### config.mk
export PLATFORM = sky130hd
export DESIGN_NAME = firebird7_in_gate1_tessent_data_mux_ctrl_w19
export DESIGN_NICKNAME = d
export VERILOG_FILES = /design/src/rtl/firebird7_in_gate1_tessent_data_mux_ctrl_w19.sv
export SDC_FILE = /design/constraint.sdc
export NUM_CORES = 1
export LEC_CHECK = 0
export ABC_AREA = 1
export BUFFER_PORTS_ARGS = -buffer_cell sky130_fd_sc_hd__buf_4
export CAP_MARGIN = 40
export CORE_MARGIN = 2
export CORE_UTILIZATION = 50
export DETAILED_ROUTE_END_ITERATION = 6
export PLACE_DENSITY = 0.74
export SYNTH_ARGS = -nofsm -noshare
export SYNTH_HDL_FRONTEND = slang
export SYNTH_SLANG_ARGS = --single-unit
### constraint.sdc
create_clock -name ijtag_tck -period 2.2 [get_ports ijtag_tck]
set_input_delay 0.11 -clock ijtag_tck [delete_from_list [all_inputs] [get_ports ijtag_tck]]
set_output_delay 0.11 -clock ijtag_tck [all_outputs]
set_load 0.05 [all_outputs]
### src/rtl/firebird7_in_gate1_tessent_data_mux_ctrl_w19.sv
// IJTAG-accessible override controller for the 19-bit functional/IJTAG data mux.
// The scan register loads a shadow override word and a persistent or timed one-shot mode.
module firebird7_in_gate1_tessent_data_mux_ctrl_w19 #(
    parameter int WIDTH       = 19,
    parameter int HOLD_CYCLES = 16,
    parameter int CNT_W       = 8
) (
    input  logic             ijtag_tck,
    input  logic             ijtag_reset,
    input  logic             ijtag_sel,
    input  logic             ijtag_ce,
    input  logic             ijtag_se,
    input  logic             ijtag_ue,
    input  logic             ijtag_si,
    output logic             ijtag_so,
    input  logic [WIDTH-1:0] functional_data_in,
    output logic             ijtag_select,
    output logic [WIDTH-1:0] ijtag_data_in
);

    generate
        if (HOLD_CYCLES < 1 || HOLD_CYCLES > (2 ** CNT_W) - 1) begin : g_bad_hold
            $error("HOLD_CYCLES must be in 1..2^CNT_W-1");
        end
    endgenerate

    localparam int SR_W = WIDTH + 2;
    localparam logic [CNT_W-1:0] HOLD_LOAD = CNT_W'(HOLD_CYCLES);

    typedef enum logic [1:0] {
        IDLE   = 2'd0,
        ACTIVE = 2'd1,
        TIMED  = 2'd2
    } state_t;

    state_t            state;
    state_t            state_nxt;
    logic [CNT_W-1:0]  cnt;
    logic [CNT_W-1:0]  cnt_nxt;
    logic [SR_W-1:0]   sr;
    logic [SR_W-1:0]   sr_nxt;
    logic              upd;
    logic              sr_enable;
    logic              sr_oneshot;

    assign upd        = ijtag_sel & ijtag_ue;
    assign sr_enable  = sr[SR_W-1];
    assign sr_oneshot = sr[SR_W-2];
    assign ijtag_so   = sr[0];

    // Scan register: capture has priority over shift; nothing moves unless selected.
    always_comb begin
        sr_nxt = sr;
        if (ijtag_sel) begin
            if (ijtag_ce) begin
                sr_nxt = {ijtag_select, (state == TIMED), functional_data_in};
            end else if (ijtag_se) begin
                sr_nxt = {ijtag_si, sr[SR_W-1:1]};
            end
        end
    end

    // Update decodes the pre-edge register; an update always beats countdown expiry.
    always_comb begin
        state_nxt = state;
        cnt_nxt   = cnt;
        if (upd) begin
            if (!sr_enable) begin
                state_nxt = IDLE;
                cnt_nxt   = '0;
            end else if (!sr_oneshot) begin
                state_nxt = ACTIVE;
                cnt_nxt   = '0;
            end else begin
                state_nxt = TIMED;
                cnt_nxt   = HOLD_LOAD;
            end
        end else if (state == TIMED) begin
            if (cnt == CNT_W'(1)) begin
                state_nxt = IDLE;
                cnt_nxt   = '0;
            end else begin
                cnt_nxt = cnt - CNT_W'(1);
            end
        end
    end

    always_ff @(posedge ijtag_tck) begin
        if (ijtag_reset) begin
            sr            <= '0;
            ijtag_data_in <= '0;
            cnt           <= '0;
            state         <= IDLE;
            ijtag_select  <= 1'b0;
        end else begin
            sr           <= sr_nxt;
            cnt          <= cnt_nxt;
            state        <= state_nxt;
            // Select is kept as its own flop so the mux sees a clean registered control.
            ijtag_select <= (state_nxt != IDLE);
            if (upd) begin
                ijtag_data_in <= sr[WIDTH-1:0];
            end
        end
    end

endmodule

==> metrics.yaml, run 1 <==
dr.pass1.iters: 4
postCtsHoldBufs: 0
cp.arrival_ns: 1.48
tns_ns: 0
post-cts-setup-buffers: 0
syn_area_per_cell_um2: 7.447
cts.sinks: 51
antenna_cells: 0
ys_seq_area_share_pct: 46.79
holdPathStages: 2
slew_violations: 0
final-setup-viol-count: 0
required_ns: 2.39
wire_per_inst_um: 11.76
start_util_pct: 51.17
cts_tree: "yes"
synth_area_leader_cell: "dfxtp_1"
crit_end: "ijtag_select$_SDFF_PP0_"
final_common_cell: "nand2_1"
ctsResizeCount: 0
grt_pass1_wl_um: 7803
syn_area_um2: 2182
whs_ns: 0.01462
overflow: 0
synth-seq-cells: 51
crit_family: "simple AND/OR/NAND/NOR gates"
r2r_cells: 8
use_met1_pct: 28.85
ctsHtreeMaxLevel: 2
die_w_um: 70.06
hpwl_um: 3274
portBuffers: 46
synth_nets: 321
layout.cells.non_filler: 383
power.leakage_nw: 1.148
yosysWarnings: 0
irDropWorstVdd_v: 0.0004639
crit_start: "cnt[0]$_SDFFE_PP0P_"
worstHoldStart: "ijtag_reset"
routabilityCongestion: 0.8080
max_slew_margin_pct: 60.33
rsz0062_at_grt: "false"
std_cell_rows: 24
timing.rr.end: "ijtag_select$_SDFF_PP0_"
drc: 0
dp.cells: 375
cts.path.max_buffers: 2
busiest_layer: "met2"
fin_nets: 358
start_kind: "flip-flop"
cp_slowest_cell: "dfxtp_1"
crit_path_frequent_cell: "nand2_1"
area_growth_pct: 21.33
outcome: "finished, final reports clean"
power_density_nw_per_um2: 798.1
dieHeight_um: 70.06
final_util_pct: 62.09
synthTopCellsByArea: "dfxtp_1, nand2_1, nor2_1, o21ai_1, a31oi_1"
crit_buf_inv: 0
routed_wl_um: 4504
coreArea_um2: 4264
reg2reg_from: "cnt[0]$_SDFFE_PP0P_"
hold_class: "input pin to flip-flop"
insertion_delay_ns: 0.29
cpPeakStageDelay_ns: 0.41
grt_start_max_net_pins: 46
yosysTopAreaCellShare_pct: 46.79
hold_viol: 0
vias: 1938
fin_crit_sh_pct: 58.47
antenna_found_initial: 0
root_buffer: "clkbuf_8"
via_per_inst: 5.060
cts_buffers: 5
ant_nets: 0
path_cells: "ha_1 > nand2_1 > nor2_4 > nand2_2 > nand3_2 > nand2_1 > nand2_1 > nand2_1"
cp.depth: 8
path_clk_slew_ns: 0.09
drt-initial-drc-count: 83
grt_pass1_vias: 1695
tightest_slew_ns: 0.5942
track_usage_pct: 19.65
grt_use_met2_pct: 28.89
crit_type: "flip-flop to flip-flop"
synth.distinct_cells: 25
power_mw: 2.113
layout_common_cells: "nand2_1, dfxtp_1, buf_4"
crit_path_end_kind: "flip-flop"
min_period_ns: 1.286
io-pin-count: 47
die_area_um2: 4908
critPathMaxFanout: 5
maxCapViolations: 0
fmax_mhz: 777.4
worst-r2r-setup-slack_ns: 0.91
syn-instance-count: 293
finalClockSkew_ns: 0.002677
grt_use_met3_pct: 3.608
drive_gt1_share_pct: 21.75
[cell families after synthesis]
group / after synthesis / share of synthesized area [%]
compound gates: 81 / 19.84
simple gates: 126 / 25.63
buf+inv: 33 / 6.594
fa+ha+maj: 2 / 1.147
flops: 51 / 46.79
[registers in the layout, summed over array words and instances (netlist names)]
signal	cells
sr	21
ijtag_data_in	19
cnt	8
state	2
ijtag_select	1
[per-stage QoR]
| stage | instance area (µm²) | setup WS, ns |
|---|---|---|
| 6_report | 2648 | 0.9136 |
| 5_1_grt | 2648 | 0.7783 |
| 4_1_cts | 2648 | 0.9187 |
| 3_5_place_dp | 2515 | 0.8704 |
| 3_3_place_gp | 2515 | 0.9154 |
| 2_1_floorplan | 2182 | 1.086 |
[area by class of cell]
class / instances / area [µm²]
Clock buffer: 6 / 72.57
Tap cell: 52 / 65.06
Inverter: 17 / 66.31
Multi-Input combinational cell: 209 / 1017
Sequential cell: 51 / 1021
Timing Repair Buffer: 46 / 345.3
Clock inverter: 2 / 60.06
Fill cell: 404 / 1617
[power by group]
part | switching, mW | internal [mW]
clock | 0.291 | 0.454
combinational | 0.220 | 0.124
sequential | 0.0442 | 0.980
total | 0.555 | 1.56
[per-layer routing]
layer  vias up  routed length [µm]
li1       1046                   -
met2        34                2105
met5         -                   0
met3         2                 160
met1       856                2208
met4         0                  29
[worst min path at each step]
| stage | end | slack [ns] |
|---|---|---|
| 2_1_floorplan | cnt[1]$_SDFFE_PP0P_ | 0.18 |
| 3_3_place_gp | cnt[5]$_SDFFE_PP0P_ | 0.33 |
| 3_5_place_dp | cnt[5]$_SDFFE_PP0P_ | 0.33 |
| 4_1_cts | cnt[5]$_SDFFE_PP0P_ | 0.005 |
| 5_1_grt | cnt[5]$_SDFFE_PP0P_ | 0.0004 |
| 6_report | cnt[5]$_SDFFE_PP0P_ | 0.01 |
[synth_stat cells, drive strengths merged]
master / n
nor2: 49
o21a: 1
nand3b: 2
a31oi: 20
clkbuf: 9
inv: 17
a21oi: 11
buf: 7
nand3: 6
nor3: 1
dfxtp: 51
o21ai: 49
ha: 2
nand2: 68
No activity file was read; power rests on OpenSTA's default activity.
==> run 2: changes to the inputs <==
--- a/config.mk
+++ b/config.mk
@@ -5,7 +5,7 @@
 export SDC_FILE = /design/constraint.sdc
 export NUM_CORES = 1
 export LEC_CHECK = 0
-export ABC_AREA = 1
+export ABC_AREA = 0
 export BUFFER_PORTS_ARGS = -buffer_cell sky130_fd_sc_hd__buf_4
 export CAP_MARGIN = 40
 export CORE_MARGIN = 2
==> constraint.sdc (replaced) <==
create_clock -name ijtag_tck -period 1.2 [get_ports ijtag_tck]
set_input_delay 0.06 -clock ijtag_tck [delete_from_list [all_inputs] [get_ports ijtag_tck]]
set_output_delay 0.06 -clock ijtag_tck [all_outputs]
set_load 0.05 [all_outputs]
==> run 2 against run 1 <==
The run now ends with setup timing left. Routed wire length up 11%. Fmax is 16% lower. Combinational power up 40%. Sequential share of layout area down 2.9 points. Clock-buffer cell count stayed put. Area after synthesis fell by 1.8%. Global-route usage rose by 2.2 points. Via count down 1.1%. Flip-flop and latch count did not move. Clock skew up 0.0024 ns. Critical endpoint is now cnt[4]$_SDFFE_PP0P_. Largest cell class is now multi-input gates. Largest power group unchanged.
==> metrics.yaml, run 2 <==
grt_pass1_vias: 1845  # was 1,695
fin_crit_sh_pct: 127.3  # was 58.47%
syn_area_per_cell_um2: 8.820  # was 7.447 µm²
coreArea_um2: 4058  # was 4264 µm²
hpwl_um: 3541  # was 3274 µm
critPathMaxFanout: 3  # was 5
placed_area_um2: 2678  # was 2515 µm²
std_cell_rows: 23  # was 24
insertion_delay_ns: 0.31  # was 0.29 ns
pre_cts_slack_ns: -0.3106  # was 0.8704 ns
layout_common_cells: "buf_4, dfxtp_1, nand2_1"  # was nand2_1, dfxtp_1, buf_4
grt_start_max_net_pins: 43  # was 46
drive_gt1_share_pct: 32.35  # was 21.75%
syn_area_um2: 2143  # was 2182 µm²
yosysWarnings: 0  # unchanged
cp.arrival_ns: 1.76  # was 1.48 ns
layout.cells.non_filler: 356  # was 383
area_growth_pct: 34.38  # was 21.33%
crit_start: "cnt[0]$_SDFFE_PP0P_"  # unchanged
cpPeakStageDelay_ns: 0.41  # about the same
p_comb_share_pct: 14.7  # was 16.3%
max_slew_margin_pct: 78.97  # was 60.33%
synth-seq-cells: 51  # unchanged
maxCapViolations: 0  # unchanged
io-pin-count: 47  # unchanged
final-setup-viol-count: 9  # was 0
die_area_um2: 4826  # was 4908 µm²
reg_top3: "sr: 21 flops, ijtag_data_in: 19 flops, cnt: 8 flops"  # unchanged
antenna_cells: 0  # unchanged
ys.flop_type: "dfxtp_1"  # unchanged
hold_viol: 0  # unchanged
p_sw_uw: 897.1  # was 555.1 µW
wire_per_inst_um: 14.03  # was 11.76 µm
cts_buffers: 5  # unchanged
synth.distinct_cells: 34  # was 25
antenna_found_initial: 0  # unchanged
rsz0062_at_grt: "true"  # was false
dr.pass1.iters: 4  # unchanged
swShare_pct: 27.32  # was 26.27%
crit_path_end_kind: "flip-flop"  # unchanged
final_util_pct: 70.98  # was 62.09%
reg2reg_from: "cnt[0]$_SDFFE_PP0P_"  # unchanged
pwr-share-clk_pct: 29.8  # was 35.3%
regMostFlops: "sr"  # unchanged
root_buffer: "clkbuf_8"  # unchanged
pwr-share-seq_pct: 55.5  # was 48.5%
ant_nets: 0  # unchanged
finalClockSkew_ns: 0.005075  # was 0.002677 ns
cp_slowest_cell: "or4_4"  # was dfxtp_1
drt-initial-drc-count: 202  # was 83
power.leakage_nw: 1.189  # was 1.148 nW
routabilityCongestion: 0.8818  # was 0.8080
synth-edff-count: 0  # unchanged
tightest_slew_ns: 0.3114  # was 0.5942 ns
synthTopCellsByArea: "dfxtp_1, mux2i_1, a211oi_1, nand2_1, a21oi_1"  # was dfxtp_1, nand2_1, nor2_1, o21ai_1, a31oi_1
synthArstFlopShare_pct: 0  # unchanged
min_period_ns: 1.528  # was 1.286 ns
power_density_nw_per_um2: 1140  # was 798.1 nW/µm²
violations: "setup timing"
track_usage_pct: 21.88  # was 19.65%
final_common_cell: "buf_4"  # was nand2_1
setup_ws_ns: -0.3281  # was 0.9136 ns
required_ns: 1.44  # was 2.39 ns
outcome: "finished, violations left"  # was finished, final reports clean
fin_area_um2: 2880  # was 2648 µm²
synth_area_leader_cell: "dfxtp_1"  # unchanged
portBuffers: 46  # unchanged
tns_ns: -1.699  # was 0 ns
worstHoldStart: "ijtag_reset"  # unchanged
crit_type: "flip-flop to flip-flop"  # unchanged
fin_nets: 333  # was 358
grt_pass1_wl_um: 8562  # was 7803 µm
die_w_um: 69.47  # was 70.06 µm
syn-instance-count: 243  # was 293
slew_violations: 0  # unchanged
synth_nets: 271  # was 321
irDropWorstVdd_v: 0.0009087  # was 0.0004639 V
dieHeight_um: 69.47  # was 70.06 µm
vias: 1917  # was 1,938
start_util_pct: 52.82  # was 51.17%
ys_top_cells_by_count: "dfxtp_1, nand2_1, a21oi_1, nor2_1"  # was nand2_1, dfxtp_1, nor2_1
p_int_mw: 2.387  # was 1.558 mW
drc: 0  # unchanged
fill_cells: 337  # was 404
overflow: 0  # unchanged
fmax_mhz: 654.4  # was 777.4 MHz
whs_ns: 0.03601  # was 0.01462 ns
largest_reg_flops: 21  # unchanged
cts_tree: "yes"  # unchanged
via_per_inst: 5.385  # was 5.060
power_mw: 3.284  # was 2.113 mW
dp.cells: 344  # was 375
cts.sinks: 51  # unchanged
routed_wl_um: 4995  # was 4504 µm
ys_seq_area_share_pct: 47.64  # was 46.79%
start_kind: "flip-flop"  # unchanged
cts.path.max_buffers: 2  # unchanged
path_clk_slew_ns: 0.09  # about the same
path_cells: "inv_4 > ha_4 > nand2b_4 > or4_4 > a211o_1 > a31oi_1"  # was ha_1 > nand2_1 > nor2_4 > nand2_2 > nand3_2 > nand2_1 > nand2_1 > nand2_1
postCtsHoldBufs: 0  # unchanged
ctsHtreeMaxLevel: 2  # unchanged
synth.most_common_cell: "dfxtp_1"  # was nand2_1
yosysTopAreaCellShare_pct: 47.64  # was 46.79%
hold_class: "input pin to flip-flop"  # unchanged
-- run 2: cell types whose count changed after synthesis, sizes merged, moves of 2 or more --
cell and change:
a21oi +15, nand2b +3, and2 +2, or4 +2, a31oi -18, nand2 -27
nor3 +2, inv -14, clkbuf +3, a211oi +22, o21ai -46, mux2i +22
nor2 -23
-- run 2: area by class of cell --
cell class / instances / area, µm² / area share [%]
multi-input combinational: 171 / 1105 / 38.36
inverter: 3 / 16.27 / 0.5647
tap: 50 / 62.56 / 2.172
clock inverter: 2 / 12.51 / 0.4344
sequential: 51 / 1027 / 35.66
timing repair buffer: 73 / 584.3 / 20.29
clock buffer: 6 / 72.57 / 2.520
-- run 2: worst max-delay path, delay by kind of cell (launching register included) --
kind                     cells  cell delay [ns]
AND/OR/NAND/NOR              2             0.47
AO/OA/AOI/OAI                2             0.41
flip-flops                   1             0.37
adder cells (fa/ha/maj)      1             0.14
buffers and inverters        1             0.06
-- run 2: logic make-up (layout without fill, tap and decap cells) --
kind of cell | count (synthesis) | count (layout) | synth area share, %
AND/OR/NAND/NOR | 88 | 88 | 18.33
buffers and inverters | 21 | 84 | 5.079
multiplexers | 22 | 22 | 10.27
adder cells (fa/ha/maj) | 2 | 2 | 1.167
AO/OA/AOI/OAI | 59 | 59 | 17.51
flip-flops | 51 | 51 | 47.64
-- run 2: path summary, 6_finish.rpt --
| kind | to | slack [ns] | depth (start not counted) |
|---|---|---|---|
| worst max-delay path | cnt[4]$_SDFFE_PP0P_ | -0.33 | 6 |
| worst min-delay path | ijtag_data_in[12]$_SDFFE_PP0P_ | 0.04 | 2 |
| worst max register to register | cnt[4]$_SDFFE_PP0P_ | -0.33 | 6 |
| worst min register to register | ijtag_data_in[16]$_SDFFE_PP0P_ | 0.46 | 2 |
-- run 2: timing repair --
item | CTS | global route
gates cloned | 0 | 0
setup buffers | 1 | 3
endpoints found under the setup margin | 11 | 10
pin swaps | 6 | 12
gates resized for setup | 10 | 9
-- run 2: power groups by stage --
stage,logic (mW),clock network (mW),registers (mW)
6_report,0.482,0.979,1.82
5_1_grt,0.526,1.06,1.84
4_1_cts,0.482,0.999,1.83
3_5_place_dp,0.477,0,1.86
3_3_place_gp,0.470,0,1.86
2_1_floorplan,0.236,0,1.93
-- run 2: per-layer routing --
layer | part of all wire [%] | up-vias | track usage (%)
met2 | 48 | 50 | 34.62
met5 | 0 | - | 0
met3 | 4.7 | 9 | 4.360
li1 | - | 975 | -
met1 | 46 | 883 | 29.08
met4 | 1.9 | 0 | 9.368
==> run 3: changes to the inputs <==
--- a/config.mk
+++ b/config.mk
@@ -12,6 +12,7 @@
 export CORE_UTILIZATION = 50
 export DETAILED_ROUTE_END_ITERATION = 6
 export PLACE_DENSITY = 0.74
+export SLEW_MARGIN = 20
 export SYNTH_ARGS = -nofsm -noshare
 export SYNTH_HDL_FRONTEND = slang
 export SYNTH_SLANG_ARGS = --single-unit
==> constraint.sdc (replaced) <==
create_clock -name ijtag_tck -period 1.7 [get_ports ijtag_tck]
set_input_delay 0.085 -clock ijtag_tck [delete_from_list [all_inputs] [get_ports ijtag_tck]]
set_output_delay 0.085 -clock ijtag_tck [all_outputs]
set_load 0.05 [all_outputs]
==> run 3 against run 2 <==
The run now ends clean. Critical endpoint is now cnt[6]$_SDFFE_PP0P_. Register-to-register slack gained 0.42 ns. Global-route usage shrank 1.5 points. Critical path depth is the same. Sequential share of layout area grew 2.9 points. Die area is the same. Largest cell class unchanged. Flip-flop and latch count is the same. Combinational power shrank 33%. Non-clock buffer count shrank 21. Clock skew grew 0.00095 ns. Worst setup slack gained 0.42 ns. Via count shrank 5.1%. Clock-buffer cell count is the same.
==> metrics.yaml, run 3 (synthesis results as in run 2) <==
outcome: "finished, final reports clean"  # was finished, violations left
start_kind: "flip-flop"  # unchanged
cts_tree: "yes"  # unchanged
die_w_um: 69.47  # unchanged
portBuffers: 46  # unchanged
ant_nets: 0  # unchanged
hpwl_um: 3259  # was 3541 µm
regMostFlops: "sr"  # unchanged
crit_path_end_kind: "flip-flop"  # unchanged
finalClockSkew_ns: 0.006021  # was 0.005075 ns
cp.arrival_ns: 1.85  # was 1.76 ns
reg_top3: "sr: 21 flops, ijtag_data_in: 19 flops, cnt: 8 flops"  # unchanged
tightest_slew_ns: 0.3842  # was 0.3114 ns
critPathMaxFanout: 4  # was 3
crit_type: "flip-flop to flip-flop"  # unchanged
hold_class: "input pin to flip-flop"  # unchanged
grt_pass1_wl_um: 7941  # was 8562 µm
fin_crit_sh_pct: 94.45  # was 127.3%
dieHeight_um: 69.47  # unchanged
area_growth_pct: 23.64  # was 34.38%
ctsHtreeMaxLevel: 2  # unchanged
coreArea_um2: 4058  # unchanged
maxCapViolations: 0  # unchanged
final_common_cell: "buf_4"  # unchanged
routabilityCongestion: 0.8517  # was 0.8818
drive_gt1_share_pct: 23.86  # was 32.35%
cts.sinks: 51  # unchanged
max_slew_margin_pct: 74.19  # was 78.97%
final-setup-viol-count: 0  # was 9
io-pin-count: 47  # unchanged
required_ns: 1.94  # was 1.44 ns
std_cell_rows: 23  # unchanged
overflow: 0  # unchanged
min_period_ns: 1.606  # was 1.528 ns
slew_violations: 0  # unchanged
fmax_mhz: 622.8  # was 654.4 MHz
largest_reg_flops: 21  # unchanged
dr.pass1.iters: 4  # unchanged
cts.path.max_buffers: 2  # unchanged
root_buffer: "clkbuf_8"  # unchanged
vias: 1820  # was 1,917
grt_start_max_net_pins: 43  # unchanged
routed_wl_um: 4702  # was 4995 µm
track_usage_pct: 20.34  # was 21.88%
grt_pass1_vias: 1677  # was 1,845
power.leakage_nw: 1.082  # was 1.189 nW
drt-initial-drc-count: 139  # was 202
layout_common_cells: "buf_4, dfxtp_1, nand2_1"  # unchanged
hold_viol: 0  # unchanged
via_per_inst: 5.433  # was 5.385
fill_cells: 339  # was 337
insertion_delay_ns: 0.30  # was 0.31 ns
irDropWorstVdd_v: 0.0005296  # was 0.0009087 V
die_area_um2: 4826  # unchanged
postCtsHoldBufs: 0  # unchanged
start_util_pct: 52.82  # unchanged
antenna_cells: 0  # unchanged
antenna_found_initial: 0  # unchanged
fin_nets: 312  # was 333
cts_buffers: 5  # unchanged
rsz0062_at_grt: "false"  # was true
final_util_pct: 65.31  # was 70.98%
wire_per_inst_um: 14.04  # was 14.03 µm
path_clk_slew_ns: 0.09  # about the same
tns_ns: 0  # was -1.699 ns
power_density_nw_per_um2: 944.3  # was 1140 nW/µm²
drc: 0  # unchanged
[run 3: changes by cell type in the layout (fill, tap and decap cells not counted), sizes merged]
cell,before,now
bufinv,0,1
clkinvlp,1,0
buf,73,52
inv,3,4
clkinv,1,0
[run 3: metal layers]
layer | up-vias | global-route usage [%] | share of wire, %
met5 | - | 0 | 0
met4 | 0 | 5.882 | 0.57
met3 | 2 | 5.233 | 4.5
met2 | 41 | 32.48 | 47
met1 | 846 | 27.22 | 48
li1 | 931 | - | -
[run 3: what timing repair did]
action / CTS / global route
resized for setup: 0 / 6
buffers inserted: 0 / 0
setup endpoints to repair: 0 / 2
[run 3: report_power, final]
part / leakage, nW / internal [mW] / switching, mW / total (mW)
clock network: 0.0618 / 0.484 / 0.408 / 0.892
registers: 0.417 / 1.25 / 0.0406 / 1.29
logic: 0.603 / 0.134 / 0.187 / 0.321
total: 1.08 / 1.87 / 0.635 / 2.50
[run 3: final timing paths]
kind / from / to / slack [ns] / depth (start not counted)
worst max-delay path: cnt[1]$_SDFFE_PP0P_ / cnt[6]$_SDFFE_PP0P_ / 0.09 / 6
worst min-delay path: ijtag_reset / ijtag_data_in[15]$_SDFFE_PP0P_ / 0.08 / 2
worst max register to register: cnt[1]$_SDFFE_PP0P_ / cnt[6]$_SDFFE_PP0P_ / 0.09 / 6
worst min register to register: ijtag_data_in[18]$_SDFFE_PP0P_ / ijtag_data_in[18]$_SDFFE_PP0P_ / 0.46 / 2
[run 3: final cells by class]
| class | count | area, µm² | area share (%) |
|---|---|---|---|
| Multi-Input combinational cell | 171 | 1030 | 38.86 |
| Sequential cell | 51 | 1022 | 38.57 |
| Timing Repair Buffer | 52 | 402.9 | 15.20 |
| Clock buffer | 6 | 82.58 | 3.116 |
| Tap cell | 50 | 62.56 | 2.361 |
| Clock inverter | 2 | 38.79 | 1.464 |
| Inverter | 3 | 11.26 | 0.4249 |
[run 3: critical path: stages (launching register included)]
cell	delay [ns]
dfxtp_2	0.35
inv_2	0.06
ha_1	0.18
nor3b_1	0.15
and2_4	0.18
or4_1	0.51
a21oi_2	0.12
[run 3: metrics by stage]
step | cells | area, µm² | total power [mW] | setup slack [ns] | hold slack (ns)
after floorplan | 243 | 2143 | 1.527 | 0.1491 | 0.2986
after global placement | 327 | 2511 | 1.630 | 0.1034 | 0.4040
after detailed placement | 327 | 2511 | 1.636 | 0.07328 | 0.4003
after CTS | 335 | 2633 | 2.529 | 0.05009 | 0.06421
after global routing | 335 | 2650 | 2.607 | 0.02875 | 0.07586
final | 335 | 2650 | 2.502 | 0.09435 | 0.07666
